--- config.mk ---
export PLATFORM = sky130hd
export DESIGN_NAME = piso_serializer
export DESIGN_NICKNAME = d
export VERILOG_FILES = /design/src/rtl/serdes_pkg.sv /design/src/rtl/piso_serializer.sv
export SDC_FILE = /design/constraint.sdc
export NUM_CORES = 1
export LEC_CHECK = 0
export ABC_CLOCK_PERIOD_IN_PS = 1950
export CAP_MARGIN = 10
export CORE_AREA = 2 2 44 46
export DETAILED_ROUTE_END_ITERATION = 12
export DIE_AREA = 0 0 46 48
export GPL_TIMING_DRIVEN = 1
export PLACE_DENSITY = 0.72
export SETUP_SLACK_MARGIN = 0.1
export SLEW_MARGIN = 10
export SYNTH_ARGS = -nofsm -noshare
export SYNTH_HDL_FRONTEND = slang
export SYNTH_SLANG_ARGS = --single-unit
--- constraint.sdc ---
create_clock -name clk -period 1.95 [get_ports clk]
set_input_delay 0.195 -clock clk [delete_from_list [all_inputs] [get_ports clk]]
set_output_delay 0.195 -clock clk [all_outputs]
set_load 0.1 [all_outputs]
--- src/rtl/serdes_pkg.sv ---
// Shared serdes definitions: FSM state encoding and bit-order selectors.
// Used by the transmit serializer and the receive-side capture chains.
package serdes_pkg;

  // Serializer/deserializer frame state
  typedef enum logic [0:0] {
    ST_IDLE  = 1'b0,
    ST_SHIFT = 1'b1
  } serdes_state_e;

  // Bit order selectors for the LSB_FIRST parameter
  localparam bit MSB_FIRST = 1'b0;
  localparam bit LSB_FIRST = 1'b1;

endpackage : serdes_pkg

--- src/rtl/piso_serializer.sv ---
// Parallel-in, serial-out shift register with valid/ready load handshake.
// A frame is WIDTH bits, marked by ser_first/ser_last, closed by a done pulse.
// A word may be accepted on the edge that consumes the last bit, so frames
// can run back to back with no idle gap.
module piso_serializer #(
  parameter int unsigned WIDTH     = 8,
  parameter bit          LSB_FIRST = 1'b0
) (
  input  logic             clk,
  input  logic             reset_n,
  input  logic             load_valid,
  output logic             load_ready,
  input  logic [WIDTH-1:0] load_data,
  input  logic             ser_en,
  output logic             ser_out,
  output logic             ser_valid,
  output logic             ser_first,
  output logic             ser_last,
  output logic             done
);

  import serdes_pkg::*;

  localparam int unsigned      CNT_W    = $clog2(WIDTH);
  localparam logic [CNT_W-1:0] CNT_LAST = CNT_W'(WIDTH - 1);
  localparam logic [CNT_W-1:0] CNT_ONE  = CNT_W'(1);
  localparam bit               SEND_LSB = (LSB_FIRST == serdes_pkg::LSB_FIRST);

  serdes_state_e    state_q, state_d;
  logic [CNT_W-1:0] cnt_q, cnt_d;
  logic [WIDTH-1:0] shreg_q, shreg_d;
  logic             ser_valid_q, ser_valid_d;
  logic             ser_first_q, ser_first_d;
  logic             ser_last_q, ser_last_d;
  logic             done_q, done_d;

  logic [WIDTH-1:0] shreg_shifted;
  logic [CNT_W-1:0] cnt_inc;
  logic             cnt_last;
  logic             accept;

  // Shifted register image (vacated bit fills with 0) and counter helpers
  always_comb begin
    shreg_shifted = {WIDTH{1'b0}};
    if (SEND_LSB) begin
      shreg_shifted = {1'b0, shreg_q[WIDTH-1:1]};
    end else begin
      shreg_shifted = {shreg_q[WIDTH-2:0], 1'b0};
    end
    cnt_inc  = cnt_q + CNT_ONE;
    cnt_last = (cnt_q == CNT_LAST);
  end

  // Ready when idle, or when the last bit of the frame is consumed this cycle
  always_comb begin
    load_ready = 1'b0;
    case (state_q)
      ST_IDLE:  load_ready = 1'b1;
      ST_SHIFT: load_ready = cnt_last & ser_en;
      default:  load_ready = 1'b0;
    endcase
    accept = load_valid & load_ready;
  end

  // Next-state logic: load, advance, stall and frame-end handling
  always_comb begin
    state_d     = state_q;
    cnt_d       = cnt_q;
    shreg_d     = shreg_q;
    ser_valid_d = ser_valid_q;
    ser_first_d = ser_first_q;
    ser_last_d  = ser_last_q;
    done_d      = 1'b0;
    case (state_q)
      ST_IDLE: begin
        if (accept) begin
          state_d     = ST_SHIFT;
          cnt_d       = {CNT_W{1'b0}};
          shreg_d     = load_data;
          ser_valid_d = 1'b1;
          ser_first_d = 1'b1;
          ser_last_d  = 1'b0;
        end else begin
          state_d = ST_IDLE;
        end
      end
      ST_SHIFT: begin
        if (ser_en) begin
          if (cnt_last) begin
            done_d = 1'b1;
            if (accept) begin
              state_d     = ST_SHIFT;
              cnt_d       = {CNT_W{1'b0}};
              shreg_d     = load_data;
              ser_valid_d = 1'b1;
              ser_first_d = 1'b1;
              ser_last_d  = 1'b0;
            end else begin
              // Shifting out the final bit leaves the register all zero
              state_d     = ST_IDLE;
              cnt_d       = {CNT_W{1'b0}};
              shreg_d     = shreg_shifted;
              ser_valid_d = 1'b0;
              ser_first_d = 1'b0;
              ser_last_d  = 1'b0;
            end
          end else begin
            cnt_d       = cnt_inc;
            shreg_d     = shreg_shifted;
            ser_first_d = 1'b0;
            ser_last_d  = (cnt_inc == CNT_LAST);
          end
        end else begin
          // Stall: everything holds
          state_d = ST_SHIFT;
        end
      end
      default: begin
        state_d     = ST_IDLE;
        cnt_d       = {CNT_W{1'b0}};
        shreg_d     = {WIDTH{1'b0}};
        ser_valid_d = 1'b0;
        ser_first_d = 1'b0;
        ser_last_d  = 1'b0;
      end
    endcase
  end

  // State, counter, shift register and flag registers
  always_ff @(posedge clk or negedge reset_n) begin
    if (!reset_n) begin
      state_q     <= ST_IDLE;
      cnt_q       <= {CNT_W{1'b0}};
      shreg_q     <= {WIDTH{1'b0}};
      ser_valid_q <= 1'b0;
      ser_first_q <= 1'b0;
      ser_last_q  <= 1'b0;
      done_q      <= 1'b0;
    end else begin
      state_q     <= state_d;
      cnt_q       <= cnt_d;
      shreg_q     <= shreg_d;
      ser_valid_q <= ser_valid_d;
      ser_first_q <= ser_first_d;
      ser_last_q  <= ser_last_d;
      done_q      <= done_d;
    end
  end

  assign ser_out   = SEND_LSB ? shreg_q[0] : shreg_q[WIDTH-1];
  assign ser_valid = ser_valid_q;
  assign ser_first = ser_first_q;
  assign ser_last  = ser_last_q;
  assign done      = done_q;

endmodule : piso_serializer

==> results.yml, run 1 <==
power:
  leakage_uw: 0.000455
  ir_drop_uv: 612
  power_uw: 1390
  power_density_nw_per_um2: 1410
sta:
  drv_slew: 0
  fmax_mhz: 579
  fin_tns_setup_ns: 0
  worst_pin_slew_ns: 0.828
  post-route-worst-setup-slack_ns: 0.223
  hold_ws_ns: 0.334
  skew_ns: 0.00118
  period_needed_ns: 1.73
  finalHoldViolCount: 0
  finalSetupViolCount: 0
  period_share: 0.886
  rsz0062_at_grt: "no"
  slew_headroom: 0.432
setup_path:
  crit_buf_inv: 1
  path_class: "reg2out"
  r2r_slack_ns: 0.42
  path_cells: "ha_1, ha_2, nand2_1, nand2_2, buf_12"
  endpoint_kind: "output port"
  startpoint_type: "register"
  rr_startpoint: "cnt_q[0]"
  crit_family: "adder cells"
  r2r_cells: 5
  cpPeakStageDelay_ns: 0.43
  slowest_stage: "dfrtp_1"
  worst-path-max-fanout: 5
  crit_required_ns: 1.75
  cp_data_arrival_time_ns: 1.53
  reg2reg_to: "shreg_q[7]"
clock_network:
  cts_sinks: 16
  clk_pin_slew_worst_paths_ns: 0.08
  post-cts-setup-buffer-count: 0
  cts-hold-fix-buffers: 0
  clock_latency_ns: 0.28
  clock_path_buffers: 2
  cts_root_buf: "clkbuf_4"
  htreeDepth: 1
  cts_buffers: 3
  cts_tree: "yes"
die:
  row_count: 15
  die_width_um: 46
  start_util: 0.467
  ioPinCount: 18
  fp.coreArea_um2: 1690
  die_area_um2: 2210
  die_h_um: 48
detailed_routing:
  drt-pass1-iter-count: 4
  wl_per_cell_um: 14.8
  vias: 640
  drc: 0
  wirelength_um: 1680
  drtIter0Drc: 18
  vias_per_cell: 5.66
  postRouteAntennaNets: 0
placement:
  gp_congestion: 0.741
  hpwlAfterDp_um: 1230
  port_buffers: 17
  dp_cells: 110
  place_ws_ns: 0.300
global_routing:
  grt_max_degree: 17
  first_global_vias: 601
  track_usage: 0.178
  antenna_found_initial: 0
  grt_pass1_wl_um: 2720
  grt.overflow.total: 0
logic_synthesis:
  seq_area_frac_synth: 0.508
  syn_area_um2: 788
  ys_seq_elements: 16
  synth.distinct_cells: 24
  yosysWarnings: 0
  syn_area_per_cell_um2: 10.2
  synth_cells: 77
  synthesis.nets: 92
finish:
  finalNetCount: 113
  fillers: 146
  diodes: 0
  finalNonFillerCells: 113
  syn2layout_area_growth_pct: 25.2
  drive_above_1_share: 0.177
  final_common_cell: "dfrtp_1"
  mostFrequentLayoutCells: "16 x dfrtp_1, 11 x clkdlybuf4s50_1, 8 x nor2_1, 8 x buf_4"
job:
  maxCapViolations: 0
worst_hold_path:
  hold_path.class: "in2async"
run_status:
  status: "complete, no violations"
==> flip-flops by register name, indices dropped and copies added, names as in the netlist <==
register	flops
done	1
shreg_q	8
cnt_q	3
ser_last	1
state_q	1
ser_valid	1
ser_first	1
==> repair_timing <==
| action | 4_1_cts | 5_1_grt |
|---|---|---|
| hold endpoints to repair | 0 | 0 |
| endpoints found under the setup margin | 0 | 1 |
| resized for setup | 0 | 1 |
==> cell families (layout without fill, tap and decap cells) <==
| family | Yosys count | in the layout | share of synthesized area |
|---|---|---|---|
| AO/OA/AOI/OAI | 28 | 28 | 0.214 |
| XOR/XNOR | 1 | 1 | 0.0111 |
| adder cells (fa/ha/maj) | 3 | 3 | 0.0476 |
| buffers and inverters | 8 | 27 | 0.0667 |
| flip-flops | 16 | 16 | 0.508 |
| multiplexers | 3 | 3 | 0.0397 |
| AND/OR/NAND/NOR | 18 | 18 | 0.113 |
==> stage by stage <==
stage	area, um^2	util
after floorplan	788	-
after global placement	962	0.570
after detailed placement	962	0.570
after CTS	985	0.583
after global routing	987	0.584
final	987	0.584
==> worst max-delay path by stage <==
stage | slack (ns) | end | depth (start not counted) | startpoint
floorplan | 0.20 | shreg_q[0] | 5 | cnt_q[0]
global placement | 0.32 | shreg_q[4] | 4 | ser_en
detailed placement | 0.30 | shreg_q[7] | 4 | ser_en
CTS | 0.15 | load_ready | 5 | cnt_q[0]
global route | 0.14 | load_ready | 5 | cnt_q[0]
finish | 0.22 | load_ready | 5 | cnt_q[0]
==> area by class of cell <==
cell class	instances	area [um^2]	area share
Clock buffer	3	22.5	0.0228
Inverter	4	15.0	0.0152
Multi-Input combinational cell	53	338	0.342
Sequential cell	16	400	0.406
Tap cell	17	21.3	0.0215
Timing Repair Buffer	20	190	0.193
==> power breakdown <==
part	switching (uW)	internal [uW]	total [uW]
registers	81.4	453	534
logic	465	228	694
clock network	94.6	71.6	166
==> synthesized netlist by cell type, drive strengths merged <==
cell type | n | area [um^2]
a21oi | 7 | 35.0
xnor2 | 1 | 8.76
nand2b | 1 | 6.26
a31oi | 7 | 43.8
buf | 4 | 37.5
mux2 | 1 | 11.3
dfrtp | 16 | 400
inv | 4 | 15.0
ha | 3 | 37.5
nand3 | 1 | 10.0
nor2b | 1 | 6.26
o22a | 1 | 8.76
a22o | 1 | 8.76
a21o | 1 | 7.51
and3 | 3 | 18.8
a32o | 2 | 20.0
nand2 | 4 | 17.5
o21ai | 9 | 45.0
mux2i | 2 | 20.0
nor2 | 8 | 30.0
==> per-layer routing <==
metal  track usage  routed length, um  part of all wire
met1         0.222                736              0.44
met2         0.303                865              0.52
met3        0.0566                 64             0.038
met4        0.0343                 10            0.0060
met5             0                  0                 0
Power figures use the tool's default switching activity.
==> inputs of run 2 (changes only) <==
--- a/config.mk
+++ b/config.mk
@@ -11,7 +11,7 @@
 export DETAILED_ROUTE_END_ITERATION = 12
 export DIE_AREA = 0 0 46 48
 export GPL_TIMING_DRIVEN = 1
-export PLACE_DENSITY = 0.72
+export PLACE_DENSITY_LB_ADDON = 0.1
 export SETUP_SLACK_MARGIN = 0.1
 export SLEW_MARGIN = 10
 export SYNTH_ARGS = -nofsm -noshare
==> run 2 against run 1 <==
  * Wire length decreased by 3.5%
  * Fmax fell by 0.99%
  * Via count increased by 2.2%
  * Power increased by 4.8%
  * Register-to-register slack about the same
  * Clock-buffer cell count up 1
  * Sequential cell count did not move
  * Setup slack got worse by 0.017 ns
  * Combinational power increased by 2%
  * Critical path depth is the same
  * Clock skew about the same
  * Largest power group unchanged
  * Global-route usage fell by 0.91 points
==> results.yml, run 2 (synthesized netlist as in run 1, its figures left out) <==
die:
  start_util: 0.467
  die_area_um2: 2210
  die_width_um: 46
  die_h_um: 48
  row_count: 15
  fp.coreArea_um2: 1690
  ioPinCount: 18
finish:
  largest_registers: "shreg_q x8, cnt_q x3"
  finalNetCount: 115
  mostFrequentLayoutCells: "16 x dfrtp_1, 11 x clkdlybuf4s50_1, 10 x buf_4, 8 x nor2_1"
  finalNonFillerCells: 116
  drive_above_1_share: 0.192
  largest-register: "shreg_q"
  fillers: 159
  diodes: 0
  largest_reg_flops: 8
  final_common_cell: "dfrtp_1"
  syn2layout_area_growth_pct: 28.6
sta:
  period_share: 0.895
  skew_ns: 0.00166
  post-route-worst-setup-slack_ns: 0.205
  hold_ws_ns: 0.221
  finalSetupViolCount: 0
  finalHoldViolCount: 0
  worst_pin_slew_ns: 0.850
  slew_headroom: 0.417
  fin_tns_setup_ns: 0
  fmax_mhz: 573
  rsz0062_at_grt: "no"
  drv_slew: 0
  period_needed_ns: 1.74
clock_network:
  clock_path_buffers: 2
  cts_sinks: 16
  clk_pin_slew_worst_paths_ns: 0.10
  clock_latency_ns: 0.28
  htreeDepth: 1
  cts_root_buf: "clkbuf_4"
  cts_buffers: 3
  cts_tree: "yes"
  post_cts_resized: 0
setup_path:
  cp_data_arrival_time_ns: 1.55
  r2r_cells: 5
  rr_startpoint: "cnt_q[1]"
  r2r_slack_ns: 0.43
  endpoint_kind: "output port"
  reg2reg_to: "shreg_q[6]"
  path_class: "reg2out"
  worst-path-max-fanout: 5
  crit_required_ns: 1.75
  startpoint_type: "register"
power:
  power_density_nw_per_um2: 1440
  power_uw: 1460
  ir_drop_uv: 746
  p_int_uw: 806
  swShare: 0.448
  p_clk_frac: 0.154
  seqPwrFrac: 0.360
  p_switching_uw: 655
  leakage_uw: 0.000474
  combinationalPowerShare: 0.486
detailed_routing:
  wl_per_cell_um: 13.9
  wirelength_um: 1620
  vias_per_cell: 5.64
  drc: 0
  drtIter0Drc: 7
  vias: 654
  postRouteAntennaNets: 0
  drt-pass1-iter-count: 5
global_routing:
  grt_max_degree: 17
  first_global_vias: 593
  grt.overflow.total: 0
  grt_pass1_wl_um: 2660
  track_usage: 0.169
  antenna_found_initial: 0
placement:
  hpwlAfterDp_um: 1130
  place_ws_ns: 0.227
  dp_cells: 111
  gp_congestion: 0.761
  port_buffers: 17
worst_hold_path:
  hold_path.class: "in2async"
run_status:
  status: "complete, no violations"
job:
  maxCapViolations: 0
run 2: cell types whose count changed in the layout (fill, tap and decap cells not counted), sizes merged:
cell    before  now
buf          9   11
clkbuf       3    4
run 2: how the worst max path moves through the flow:
stage	from	to	cells after the start
finish	cnt_q[1]	load_ready	5
global placement	ser_en	shreg_q[7]	4
detailed placement	ser_en	shreg_q[6]	4
CTS	cnt_q[0]	load_ready	5
global route	cnt_q[1]	load_ready	5
floorplan	cnt_q[0]	shreg_q[0]	5
run 2: power by group through the flow:
| stage | Clock, uW | Sequential, uW | Combinational, uW |
|---|---|---|---|
| floorplan | 0 | 763 | 295 |
| global placement | 0 | 534 | 683 |
| detailed placement | 0 | 539 | 692 |
| CTS | 229 | 531 | 696 |
| global route | 246 | 541 | 764 |
| finish | 225 | 526 | 709 |
run 2: metal layers:
layer | global-route usage | vias to the layer above | part of all wire
met5 | 0 | - | 0
met2 | 0.261 | 22 | 0.47
met1 | 0.230 | 311 | 0.47
met3 | 0.0415 | 2 | 0.055
met4 | 0.0571 | 0 | 0.0093
li1 | - | 319 | -
run 2: repair_timing:
action | 4_1_cts | 5_1_grt
buffers inserted | 0 | 1
hold buffers | 0 | 0
endpoints found under the setup margin | 0 | 1
run 2: area by class of cell:
class	instances	area (um^2)	share of cell area
Tap cell	17	21.3	0.0210
Multi-Input combinational cell	53	335	0.331
Sequential cell	16	400	0.395
Inverter	4	15.0	0.0148
Timing Repair Buffer	22	205	0.202
Clock buffer	4	36.3	0.0358
run 2: through the flow:
step           cell area [um^2]   util
2_1_floorplan               788      -
3_3_place_gp                970  0.574
3_5_place_dp                970  0.574
4_1_cts                    1010  0.596
5_1_grt                    1010  0.600
6_report                   1010  0.600
run 2: critical path, cell delays in order (launching register included):
cell and delay [ns]:
dfrtp_1 0.42, ha_1 0.20, ha_1 0.24, nand2_1 0.10
nand2_2 0.11, buf_12 0.19
